## src/rtl/fir_axis_stereo_wrapper_if.sv

```systemverilog
// AXI4-Stream and AXI4-Lite signal bundles for the stereo FIR wrapper.
// The stream carries {L[31:16], R[15:0]}. The lite bus is the control/coefficient port.
interface fir_axis_if #(parameter int DW = 32);
  logic [DW-1:0] tdata;
  logic          tvalid;
  logic          tready;
  logic          tlast;

  modport master (output tdata, tvalid, tlast, input tready);
  modport slave  (input tdata, tvalid, tlast, output tready);
endinterface

interface fir_axil_if #(parameter int AW = 10, parameter int DW = 32);
  logic [AW-1:0]   awaddr;
  logic            awvalid;
  logic            awready;
  logic [DW-1:0]   wdata;
  logic [DW/8-1:0] wstrb;
  logic            wvalid;
  logic            wready;
  logic [1:0]      bresp;
  logic            bvalid;
  logic            bready;
  logic [AW-1:0]   araddr;
  logic            arvalid;
  logic            arready;
  logic [DW-1:0]   rdata;
  logic [1:0]      rresp;
  logic            rvalid;
  logic            rready;

  modport master (output awaddr, awvalid, wdata, wstrb, wvalid, bready, araddr, arvalid, rready,
                  input  awready, wready, bresp, bvalid, arready, rdata, rresp, rvalid);
  modport slave  (input  awaddr, awvalid, wdata, wstrb, wvalid, bready, araddr, arvalid, rready,
                  output awready, wready, bresp, bvalid, arready, rdata, rresp, rvalid);
endinterface

```

## src/rtl/fir_axis_stereo_wrapper.sv

```systemverilog
// Stereo 16-bit FIR with AXI4-Stream audio path and AXI4-Lite control/coefficient registers.
// Each channel has one MAC that processes one tap per cycle. Both channels use the same coefficients.
module fir_axis_stereo_wrapper #(
  parameter int C_S_AXI_DATA_WIDTH = 32,
  parameter int C_S_AXI_ADDR_WIDTH = 10,
  parameter int DATA_WIDTH         = 32,
  parameter int FIR_NTAPS          = 16
) (
  input  logic       aclk,
  input  logic       aresetn,
  fir_axis_if.slave  s_axis,
  fir_axis_if.master m_axis,
  fir_axil_if.slave  s_axi
);

  localparam int AW         = C_S_AXI_ADDR_WIDTH;
  localparam int WW         = AW - 2;
  localparam int CIW        = $clog2(FIR_NTAPS);
  localparam int TW         = $clog2(FIR_NTAPS + 1);
  localparam int ACCW       = 32 + $clog2(FIR_NTAPS);
  localparam int COEFF_BASE = 4;

  localparam logic signed [ACCW-1:0] SAT_MAX = ACCW'(32767);
  localparam logic signed [ACCW-1:0] SAT_MIN = ACCW'(-32768);

  typedef enum logic [1:0] {ST_IDLE, ST_MAC, ST_OUT} state_t;

  // ---------------- AXI4-Lite register file ----------------
  logic [1:0]                    ctrl;
  logic signed [15:0]            coeff [FIR_NTAPS];
  logic                          aw_ready, b_valid, ar_ready, r_valid;
  logic [C_S_AXI_DATA_WIDTH-1:0] r_data, rd_val;
  logic [WW-1:0]                 wr_word, rd_word;
  logic                          wr_fire, ar_fire;
  logic                          unused_bits;

  assign wr_word = s_axi.awaddr[AW-1:2];
  assign rd_word = s_axi.araddr[AW-1:2];
  assign wr_fire = aw_ready && s_axi.awvalid && s_axi.wvalid;
  assign ar_fire = ar_ready && s_axi.arvalid;
  assign unused_bits = ^{s_axi.wstrb, s_axi.wdata[C_S_AXI_DATA_WIDTH-1:16],
                         s_axi.awaddr[1:0], s_axi.araddr[1:0]};

  function automatic logic is_coeff(input logic [WW-1:0] w);
    return (int'(w) >= COEFF_BASE) && (int'(w) < COEFF_BASE + FIR_NTAPS);
  endfunction

  function automatic logic [CIW-1:0] coeff_idx(input logic [WW-1:0] w);
    return CIW'(int'(w) - COEFF_BASE);
  endfunction

  // NOTE: assign a default to every always_comb output first, so that no path infers a latch.
  always_comb begin
    rd_val = '0;
    if (rd_word == WW'(0))   rd_val[1:0]  = ctrl;
    else if (rd_word == WW'(1)) rd_val    = C_S_AXI_DATA_WIDTH'(FIR_NTAPS);
    else if (is_coeff(rd_word)) rd_val[15:0] = coeff[coeff_idx(rd_word)];
  end

  // NOTE: the coefficient array is built from resettable flops because software can read back its reset value of zero.
  always_ff @(posedge aclk or negedge aresetn) begin
    if (!aresetn) begin
      aw_ready <= 1'b0;
      b_valid  <= 1'b0;
      ar_ready <= 1'b0;
      r_valid  <= 1'b0;
      r_data   <= '0;
      ctrl     <= '0;
      for (int i = 0; i < FIR_NTAPS; i++) coeff[i] <= '0;
    end else begin
      // awready/wready pulse once for each transfer and stay low while a response is pending.
      aw_ready <= s_axi.awvalid && s_axi.wvalid && !b_valid && !aw_ready;
      if (wr_fire) begin
        b_valid <= 1'b1;
        if (wr_word == WW'(0))      ctrl <= s_axi.wdata[1:0];
        else if (is_coeff(wr_word)) coeff[coeff_idx(wr_word)] <= s_axi.wdata[15:0];
      end else if (s_axi.bready) begin
        b_valid <= 1'b0;
      end

      ar_ready <= s_axi.arvalid && !r_valid && !ar_ready;
      if (ar_fire) begin
        r_valid <= 1'b1;
        r_data  <= rd_val;
      end else if (s_axi.rready) begin
        r_valid <= 1'b0;
      end
    end
  end

  assign s_axi.awready = aw_ready;
  assign s_axi.wready  = aw_ready;
  assign s_axi.bresp   = 2'b00;
  assign s_axi.bvalid  = b_valid;
  assign s_axi.arready = ar_ready;
  assign s_axi.rdata   = r_data;
  assign s_axi.rresp   = 2'b00;
  assign s_axi.rvalid  = r_valid;

  // ---------------- Filter datapath and sequencer ----------------
  state_t                 state;
  logic                   s_ready, m_valid, m_last;
  logic [DATA_WIDTH-1:0]  m_data;
  logic signed [15:0]     x_l [FIR_NTAPS];
  logic signed [15:0]     x_r [FIR_NTAPS];
  logic signed [ACCW-1:0] acc_l, acc_r;
  logic [TW-1:0]          tap;
  logic [CIW-1:0]         tap_idx;
  logic signed [31:0]     prod_l, prod_r;

  assign tap_idx = tap[CIW-1:0];
  assign prod_l  = 32'(x_l[tap_idx]) * 32'(coeff[tap_idx]);
  assign prod_r  = 32'(x_r[tap_idx]) * 32'(coeff[tap_idx]);

  // The Q1.15 result uses a floor shift, then saturates to 16 bits.
  function automatic logic [15:0] sat16(input logic signed [ACCW-1:0] a);
    logic signed [ACCW-1:0] s;
    s = a >>> 15;
    if (s > SAT_MAX) return 16'h7fff;
    if (s < SAT_MIN) return 16'h8000;
    return s[15:0];
  endfunction

  always_ff @(posedge aclk or negedge aresetn) begin
    if (!aresetn) begin
      state   <= ST_IDLE;
      s_ready <= 1'b0;
      m_valid <= 1'b0;
      m_last  <= 1'b0;
      m_data  <= '0;
      acc_l   <= '0;
      acc_r   <= '0;
      tap     <= '0;
      for (int i = 0; i < FIR_NTAPS; i++) begin
        x_l[i] <= '0;
        x_r[i] <= '0;
      end
    end else if (ctrl[1]) begin
      // Any sample that is in flight is discarded while CLEAR stays high.
      state   <= ST_IDLE;
      s_ready <= 1'b0;
      m_valid <= 1'b0;
      for (int i = 0; i < FIR_NTAPS; i++) begin
        x_l[i] <= '0;
        x_r[i] <= '0;
      end
    end else begin
      case (state)
        ST_IDLE: begin
          if (s_ready && s_axis.tvalid) begin
            s_ready <= 1'b0;
            m_last  <= s_axis.tlast;
            if (ctrl[0]) begin
              x_l[0] <= s_axis.tdata[31:16];
              x_r[0] <= s_axis.tdata[15:0];
              for (int k = 1; k < FIR_NTAPS; k++) begin
                x_l[k] <= x_l[k-1];
                x_r[k] <= x_r[k-1];
              end
              acc_l <= '0;
              acc_r <= '0;
              tap   <= '0;
              state <= ST_MAC;
            end else begin
              m_data  <= s_axis.tdata;
              m_valid <= 1'b1;
              state   <= ST_OUT;
            end
          end else begin
            s_ready <= 1'b1;
          end
        end
        ST_MAC: begin
          // The tap counter runs up to FIR_NTAPS. Its final value is the cycle that scales and saturates the result.
          if (tap == TW'(FIR_NTAPS)) begin
            m_data  <= {sat16(acc_l), sat16(acc_r)};
            m_valid <= 1'b1;
            state   <= ST_OUT;
          end else begin
            acc_l <= acc_l + ACCW'(prod_l);
            acc_r <= acc_r + ACCW'(prod_r);
            tap   <= tap + TW'(1);
          end
        end
        ST_OUT: begin
          if (m_axis.tready) begin
            m_valid <= 1'b0;
            s_ready <= 1'b1;
            state   <= ST_IDLE;
          end
        end
        default: state <= ST_IDLE;
      endcase
    end
  end

  assign s_axis.tready = s_ready;
  assign m_axis.tvalid = m_valid;
  assign m_axis.tdata  = m_data;
  assign m_axis.tlast  = m_last;

endmodule

```

## src/flat_wrapper.sv

```systemverilog
// flat-port wrapper written by rule: the top's interface ports become plain ports
module fir_axis_stereo_wrapper_flat 
#(
  parameter int C_S_AXI_DATA_WIDTH = 32,
  parameter int C_S_AXI_ADDR_WIDTH = 10,
  parameter int DATA_WIDTH         = 32,
  parameter int FIR_NTAPS          = 16
)
  (aclk, aresetn, s_axis_tdata, s_axis_tvalid, s_axis_tlast, s_axis_tready, m_axis_tdata, m_axis_tvalid, m_axis_tlast, m_axis_tready, s_axi_awaddr, s_axi_awvalid, s_axi_wdata, s_axi_wstrb, s_axi_wvalid, s_axi_bready, s_axi_araddr, s_axi_arvalid, s_axi_rready, s_axi_awready, s_axi_wready, s_axi_bresp, s_axi_bvalid, s_axi_arready, s_axi_rdata, s_axi_rresp, s_axi_rvalid);
  fir_axis_if #(.DW(32)) s_axis_i ();
  fir_axis_if #(.DW(32)) m_axis_i ();
  fir_axil_if #(.AW((10)), .DW(32)) s_axi_i ();
  input  logic aclk;
  input  logic aresetn;
  input wire logic [$bits(s_axis_i.tdata)-1:0] s_axis_tdata;
  input wire logic [$bits(s_axis_i.tvalid)-1:0] s_axis_tvalid;
  input wire logic [$bits(s_axis_i.tlast)-1:0] s_axis_tlast;
  output wire logic [$bits(s_axis_i.tready)-1:0] s_axis_tready;
  output wire logic [$bits(m_axis_i.tdata)-1:0] m_axis_tdata;
  output wire logic [$bits(m_axis_i.tvalid)-1:0] m_axis_tvalid;
  output wire logic [$bits(m_axis_i.tlast)-1:0] m_axis_tlast;
  input wire logic [$bits(m_axis_i.tready)-1:0] m_axis_tready;
  input wire logic [$bits(s_axi_i.awaddr)-1:0] s_axi_awaddr;
  input wire logic [$bits(s_axi_i.awvalid)-1:0] s_axi_awvalid;
  input wire logic [$bits(s_axi_i.wdata)-1:0] s_axi_wdata;
  input wire logic [$bits(s_axi_i.wstrb)-1:0] s_axi_wstrb;
  input wire logic [$bits(s_axi_i.wvalid)-1:0] s_axi_wvalid;
  input wire logic [$bits(s_axi_i.bready)-1:0] s_axi_bready;
  input wire logic [$bits(s_axi_i.araddr)-1:0] s_axi_araddr;
  input wire logic [$bits(s_axi_i.arvalid)-1:0] s_axi_arvalid;
  input wire logic [$bits(s_axi_i.rready)-1:0] s_axi_rready;
  output wire logic [$bits(s_axi_i.awready)-1:0] s_axi_awready;
  output wire logic [$bits(s_axi_i.wready)-1:0] s_axi_wready;
  output wire logic [$bits(s_axi_i.bresp)-1:0] s_axi_bresp;
  output wire logic [$bits(s_axi_i.bvalid)-1:0] s_axi_bvalid;
  output wire logic [$bits(s_axi_i.arready)-1:0] s_axi_arready;
  output wire logic [$bits(s_axi_i.rdata)-1:0] s_axi_rdata;
  output wire logic [$bits(s_axi_i.rresp)-1:0] s_axi_rresp;
  output wire logic [$bits(s_axi_i.rvalid)-1:0] s_axi_rvalid;
  assign s_axis_i.tdata = s_axis_tdata;
  assign s_axis_i.tvalid = s_axis_tvalid;
  assign s_axis_i.tlast = s_axis_tlast;
  assign s_axis_tready = s_axis_i.tready;
  assign m_axis_tdata = m_axis_i.tdata;
  assign m_axis_tvalid = m_axis_i.tvalid;
  assign m_axis_tlast = m_axis_i.tlast;
  assign m_axis_i.tready = m_axis_tready;
  assign s_axi_i.awaddr = s_axi_awaddr;
  assign s_axi_i.awvalid = s_axi_awvalid;
  assign s_axi_i.wdata = s_axi_wdata;
  assign s_axi_i.wstrb = s_axi_wstrb;
  assign s_axi_i.wvalid = s_axi_wvalid;
  assign s_axi_i.bready = s_axi_bready;
  assign s_axi_i.araddr = s_axi_araddr;
  assign s_axi_i.arvalid = s_axi_arvalid;
  assign s_axi_i.rready = s_axi_rready;
  assign s_axi_awready = s_axi_i.awready;
  assign s_axi_wready = s_axi_i.wready;
  assign s_axi_bresp = s_axi_i.bresp;
  assign s_axi_bvalid = s_axi_i.bvalid;
  assign s_axi_arready = s_axi_i.arready;
  assign s_axi_rdata = s_axi_i.rdata;
  assign s_axi_rresp = s_axi_i.rresp;
  assign s_axi_rvalid = s_axi_i.rvalid;
  fir_axis_stereo_wrapper #(.C_S_AXI_DATA_WIDTH(C_S_AXI_DATA_WIDTH), .C_S_AXI_ADDR_WIDTH(C_S_AXI_ADDR_WIDTH), .DATA_WIDTH(DATA_WIDTH), .FIR_NTAPS(FIR_NTAPS)) u_core (.aclk(aclk), .aresetn(aresetn), .s_axis(s_axis_i), .m_axis(m_axis_i), .s_axi(s_axi_i));
endmodule
```

## config.mk

```make
export PLATFORM = sky130hd
export DESIGN_NAME = fir_axis_stereo_wrapper_flat
export DESIGN_NICKNAME = d
export VERILOG_FILES = /design/src/rtl/fir_axis_stereo_wrapper_if.sv /design/src/rtl/fir_axis_stereo_wrapper.sv /design/src/flat_wrapper.sv
export SDC_FILE = /design/constraint.sdc
export NUM_CORES = 2
export LEC_CHECK = 0
export BUFFER_PORTS_ARGS = -buffer_cell sky130_fd_sc_hd__buf_2
export CORE_UTILIZATION = 40
export CTS_BUF_LIST = sky130_fd_sc_hd__clkbuf_4
export CTS_CLUSTER_SIZE = 10
export DETAILED_ROUTE_END_ITERATION = 10
export PLACE_DENSITY = 0.66
export SLEW_MARGIN = 20
export SYNTH_ARGS = -nofsm -noshare
export SYNTH_HDL_FRONTEND = slang
export SYNTH_SLANG_ARGS = --single-unit
```

## constraint.sdc

```tcl
create_clock -name aclk -period 8.25 [get_ports aclk]
set_input_delay 1.2375 -clock aclk [delete_from_list [all_inputs] [get_ports aclk]]
set_output_delay 1.2375 -clock aclk [all_outputs]
set_load 0.05 [all_outputs]
```

=== After elaboration in Yosys (flattened, before gate mapping) ===
Cells that the tools add are included.

* Multipliers: 2
* Add/sub/neg operators: 5
* Muxes and demuxes: 87
* Equality and inequality tests: 13
* Magnitude comparators: 12
* Reduce and logical (&&, ||, !) cells: 36
* Bitwise operators: 5

{| class="wikitable"
|+ Operator list
! cell !! number
|-
| $mux 256 || 8
|-
| $mux 16 || 19
|-
| $bmux 16 s4 || 4
|-
| $bwmux 256 || 1
|-
| $mux 36 || 4
|-
| $pmux 36 s2 || 2
|-
| $mux 32 || 3
|-
| $add 36x32->36 || 2
|-
| $demux 16 s4 || 1
|-
| $mul 16x16->32 || 2
|-
| $pmux 32 s2 || 1
|-
| $gt 21x16->1 const B || 2
|-
| $lt 21x16->1 const B || 2
|-
| $mux 1 || 30
|-
| $ge 8x3->1 const B || 2
|-
| $logic_not 8->1 || 2
|-
| $lt 8x5->1 const B || 2
|-
| $ge 5x5->1 const B || 3
|-
| $mux 5 || 3
|-
| $not 4->5 || 3
|-
| $reduce_and 5->1 || 3
|-
| $mux 14 || 1
|-
| $logic_and 1x1->1 || 12
|-
| $mux 2 || 6
|-
| other kinds (23) || 42
|}

* Bits in registers: 920
* Word-level logic and storage cells: 222
* Output and inout bits: 76
* Input bits: 98

=== Logic depth before layout (Yosys ltp) ===
* Depth in word-level cells: 13
* Depth in mapped cells: 35
* Mapped depth without buffers: 28

=== Worst setup path after synthesis ===
No wires, ideal clock.

* Path type: reg2reg
* Start: register u_core.tap[0]
* End: register u_core.acc_l[35]
* Clock period less this slack: 7.868 ns
* Required time: 8.119 ns
* Buffers on the path: 5
* Slack: 0.382 ns
* Stages on the path, launching flop included: 31
* Arrival time: 7.738 ns
* Setup time: 0.131 ns
* Cells stage by stage: dfrtp_1 > buf_4 > buf_6 > buf_6 > buf_4 > buf_2 > mux4_2 > mux2_2 > o21ai_2 > nor2_1 > fa_1 > inv_1 > fa_1 > fa_1 > inv_1 > fa_1 > fa_1 > inv_1 > fa_1 > inv_1 > ha_1 > and3_1 > o211a_1 > a211oi_4 > o311ai_1 > o211ai_1 > a21oi_1 > or4_1 > a31oi_2 > xnor2_1 > o21ai_1

* Longest elaborated chain between the ends: 8
* Elaborated cells on any way between the ends: 14
* Classes of those cells: 1 x add/sub; 1 x mul; 2 x eq/ne; 8 x mux; 1 x bitwise; 1 x reduce/logical

{| class="wikitable"
|+ Ends and longest elaborated chain
! element !! RTL line !! text
|-
| start, declared || fir_axis_stereo_wrapper.sv:107 || <nowiki>logic [TW-1:0] tap;</nowiki>
|-
| start signal, assigned || fir_axis_stereo_wrapper.sv:182 || <nowiki>tap <= tap + TW'(1);</nowiki>
|-
| $not 4->5 (not written as such) || fir_axis_stereo_wrapper.sv:112 || <nowiki>assign prod_l = 32'(x_l[tap_idx]) * 32'(coeff[tap_idx]);</nowiki>
|-
| $bmux 16 s4 || fir_axis_stereo_wrapper.sv:112 ||
|-
| $mux 16 (not written as such) (2 in a row) || fir_axis_stereo_wrapper.sv:112 ||
|-
| $mul 16x16->32 || fir_axis_stereo_wrapper.sv:112 ||
|-
| $add 36x32->36 || fir_axis_stereo_wrapper.sv:180 || <nowiki>acc_l <= acc_l + ACCW'(prod_l);</nowiki>
|-
| $mux 36 || fir_axis_stereo_wrapper.sv:175 || <nowiki>if (tap == TW'(FIR_NTAPS)) begin</nowiki>
|-
| $pmux 36 s2 || fir_axis_stereo_wrapper.sv:148 || <nowiki>case (state)</nowiki>
|-
| end signal, assigned || fir_axis_stereo_wrapper.sv:180 ||
|-
| end, declared || fir_axis_stereo_wrapper.sv:106 || <nowiki>logic signed [ACCW-1:0] acc_l, acc_r;</nowiki>
|}

Several ways; a longest one is shown, not always the timed one. The select of a mux whose other input is x is not followed.
A chain may end at the register's enable or synchronous reset.

=== Final worst setup path ===
Ends and elaborated chain as after synthesis.

==> impl_metrics.sql <==
INSERT INTO impl_metrics (metric_group, metric, value, unit) VALUES
('synthesis', 'synth_xor_area_frac', '0.00993', ''),
('outcome', 'run_status', 'finished, final reports clean', ''),
('drt', 'detail-route-antenna-nets', '0', ''),
('floorplanning', 'io_pins', '174', ''),
('timing', 'final.period_utilization', '0.971', ''),
('synthesis', 'yosysUniqueCellTypes', '69', ''),
('floorplanning', 'design.core.area', '164000', 'µm²'),
('drt', 'drt_iter0_markers', '3951', ''),
('layout', 'finish.instance_area', '73900', 'µm²'),
('layout', 'area_growth', '11.7', '%'),
('synthesis', 'synth_async_sr_flop_share', '1.00', ''),
('worst_setup_path', 'critPathTopFamily', 'adder cells', ''),
('global_routing', 'globalRouteTotalUtil', '0.206', ''),
('synthesis', 'synth-simple-area-share', '0.113', ''),
('synthesis', 'netlist_top_cells_area', 'sky130_fd_sc_hd__dfrtp_1 34%, sky130_fd_sc_hd__fa_1 19%, sky130_fd_sc_hd__mux4_2 9.6%, sky130_fd_sc_hd__nand2_1 7.9%, sky130_fd_sc_hd__mux2_2 5.1%', ''),
('clock_network', 'worst_setup_hold_path_clk_slew', '0.08', 'ns'),
('worst_setup_path', 'critical_path_buf_inv_count', '8', ''),
('floorplanning', 'floorplan.initialDensity', '0.405', ''),
('power', 'cellPowerDensity', '197', 'nW/µm²'),
('floorplanning', 'die_width', '409', 'µm'),
('drt', 'vias', '48100', ''),
('timing', 'worst-slew-pin-transition', '1.14', 'ns'),
('synthesis', 'synth.top_cell.area_share', '0.342', ''),
('layout', 'finish.net_count', '7720', ''),
('power', 'fin_total_pwr', '14.6', 'mW'),
('global_routing', 'grt_pass1_vias', '50200', ''),
('global_routing', 'antenna_violations_before_repair', '15', ''),
('synthesis', 'synth_area', '66100', 'µm²'),
('min_path', 'timing.hold.worst.class', 'primary input to flop', ''),
('synthesis', 'ys_warn_count', '0', ''),
('global_routing', 'grt_start_max_net_pins', '251', ''),
('worst_setup_path', 'crit_fanout', '16', ''),
('timing', 'min_period', '8.01', 'ns'),
('clock_network', 'cts_sinks', '904', ''),
('layout', 'share_of_post_route_cells_with_drive_strength_above_1', '0.204', ''),
('clock_network', 'cts_tree', 'yes', ''),
('drt', 'drc', '0', ''),
('power', 'net-switching-power', '5.66', 'mW'),
('synthesis', 'post_synth_mux_area_share', '0.153', ''),
('global_routing', 'grt_first_pass_wirelength', '274', 'mm'),
('synthesis', 'edff_count_synth', '0', ''),
('timing', 'report.final.setup_viol', '0', ''),
('placed_design', 'hpwl', '119', 'mm'),
('timing', 'worst_clock_skew', '0.114', 'ns'),
('drt', 'avgViaCountPerCell', '5.27', ''),
('global_routing', 'gr-total-overflow', '0', ''),
('synthesis', 'synth_commonest_cells', '1399 x sky130_fd_sc_hd__nand2_1, 904 x sky130_fd_sc_hd__dfrtp_1, 801 x sky130_fd_sc_hd__inv_1, 634 x sky130_fd_sc_hd__a21oi_1, 628 x sky130_fd_sc_hd__fa_1', ''),
('clock_network', 'numCtsBuffers', '235', ''),
('power', 'fraction_of_power_spent_switching_nets', '0.388', ''),
('timing', 'slew_viol_final', '0', ''),
('floorplanning', 'die-area', '167000', 'µm²'),
('worst_setup_path', 'data_required_critical_path', '9.39', 'ns'),
('floorplanning', 'placementRows', '148', ''),
('synthesis', 'ys_dominant_reg_cell', 'sky130_fd_sc_hd__dfrtp_1', ''),
('drt', 'first_pass_iters', '6', ''),
('power', 'power_report.internal_total', '8.92', 'mW'),
('placed_design', 'buffers_added_on_ports', '129', ''),
('drt', 'drt-total-wl', '170', 'mm'),
('power', 'static_leakage', '35.6', 'nW'),
('synthesis', 'synth_seq_area_share', '0.342', ''),
('timing', 'slew_headroom', '0.237', ''),
('synthesis', 'yosys.area_share.adder', '0.231', ''),
('placed_design', 'placed_area', '70300', 'µm²'),
('clock_network', 'cts-root-buf', 'sky130_fd_sc_hd__clkbuf_4', ''),
('synthesis', 'synth-seq-cells', '904', ''),
('power', 'p_comb_frac', '0.396', ''),
('job', 'cap_viol_max_count', '0', ''),
('synthesis', 'synth.most_common_cell', 'sky130_fd_sc_hd__nand2_1', ''),
('clock_network', 'clock_tree.htree_level_count', '4', ''),
('synthesis', 'post_synth.cell_area_avg', '10.1', 'µm²'),
('timing', 'timing.final.hold_violations', '0', '');
[power by group through the flow]
stage	sequential (mW)	clock (mW)	combinational (mW)
4_1_cts	4.81	4.13	5.69
3_3_place_gp	4.89	0	5.60
3_5_place_dp	4.89	0	5.66
6_report	4.81	4.00	5.78
2_1_floorplan	5.07	0	3.49
5_1_grt	4.82	4.35	6.38
[metrics by stage]
stage	util	worst slack (ns)	TNS, ns	std cells	hold slack [ns]
after floorplan	-	0.382	0	6537	0.455
after global placement	0.430	0.187	0	8673	0.438
after detailed placement	0.430	0.169	0	8673	0.445
after CTS	0.449	0.142	0	9088	0.0350
after global routing	0.452	-0.0586	-0.0991	9130	0.104
final	0.452	0.241	0	9137	0.167
[area by class of cell]
type                            count  area, µm²
Antenna cell                       11       27.5
Tap cell                         2175       2720
Multi-Input combinational cell   4414      38900
Inverter                          803       3020
Timing Repair Buffer              417       3560
Sequential cell                   904      22600
Clock inverter                     90        592
Clock buffer                      323       2420
Fill cell                       15200      89600
[layout by cell type, fill, tap and decap left out, types with 12 or more instances in the layout]
master,synthesis,layout
sky130_fd_sc_hd__dfrtp_1,904,899
sky130_fd_sc_hd__fa_1,628,626
sky130_fd_sc_hd__nor3_1,21,20
sky130_fd_sc_hd__o22ai_1,23,23
sky130_fd_sc_hd__nor2b_1,20,20
sky130_fd_sc_hd__a21oi_1,634,633
sky130_fd_sc_hd__xor2_1,31,31
sky130_fd_sc_hd__xnor2_1,44,44
sky130_fd_sc_hd__buf_4,37,232
sky130_fd_sc_hd__o21ai_2,9,18
sky130_fd_sc_hd__inv_1,801,798
sky130_fd_sc_hd__clkbuf_4,0,323
sky130_fd_sc_hd__nand2b_1,29,29
sky130_fd_sc_hd__mux2i_1,42,42
sky130_fd_sc_hd__o21bai_1,12,12
sky130_fd_sc_hd__buf_2,60,127
sky130_fd_sc_hd__conb_1,1,20
sky130_fd_sc_hd__buf_12,0,49
sky130_fd_sc_hd__clkinv_1,1,57
sky130_fd_sc_hd__ha_1,219,219
sky130_fd_sc_hd__o21ai_1,25,24
sky130_fd_sc_hd__clkinv_2,0,16
sky130_fd_sc_hd__a21o_1,22,22
sky130_fd_sc_hd__o21ai_0,144,132
sky130_fd_sc_hd__nand2_1,1399,1394
sky130_fd_sc_hd__nor2_1,378,375
sky130_fd_sc_hd__mux2_2,298,298
sky130_fd_sc_hd__o21a_1,22,22
sky130_fd_sc_hd__mux4_2,281,281
[sequential cells by signal, summed over array words and instances (netlist names), 2 cells and up]
register / flops
u_core.tap: 5
u_core.ctrl: 2
u_core.s_axi.rdata: 16
u_core.acc_r: 36
u_core.state: 2
u_core.acc_l: 36
u_core.m_axis.tdata: 32
u_core.x_r: 256
u_core.coeff: 256
u_core.x_l: 256
[layer usage]
layer  vias up  part of all wire  track usage
li1      21700                 -            -
met1     24600              0.42        0.269
met2      1402              0.49        0.341
met3       357             0.057       0.0378
met4        12             0.035       0.0765
met5         -           0.00050            0
[cells by family (layout without fill, tap and decap cells)]
family / count (synthesis) / in the layout
compound gates: 949 / 949
flops: 904 / 904
mux: 621 / 621
simple gates: 1902 / 1902
buf+inv: 1219 / 1633
fa+ha+maj: 847 / 847
xor+xnor: 75 / 75
other cells: 1 / 31
[what timing repair did]
action | 4_1_cts | 5_1_grt
resized for setup | 0 | 21
endpoints found under the setup margin | 0 | 10
hold buffers | 2 | 0
hold endpoints to repair | 8 | 0
buffers inserted | 0 | 35
[path summary, 6_finish.rpt]
kind,from,to,cells after the start
min reg2reg,u_core.s_axi.rvalid,u_core.s_axi.arready,1
max reg2reg,u_core.tap[0],u_core.acc_l[35],29
max in group asynchronous,aresetn,u_core.x_l[1],4
min,s_axi_rready,u_core.s_axi.rvalid,2
min in group asynchronous,aresetn,u_core.x_r[57],2
max,u_core.tap[0],u_core.acc_l[35],29
[worst reg2reg max path, delay by kind of cell (launching register included)]
family          cells  cell delay, ns
buf+inv             8            0.90
compound gates      8            1.53
simple gates        3            0.73
xor+xnor            1            0.14
fa+ha+maj           7            3.32
mux                 2            0.81
flops               1            0.47
No activity file was read; power rests on OpenSTA's default activity.
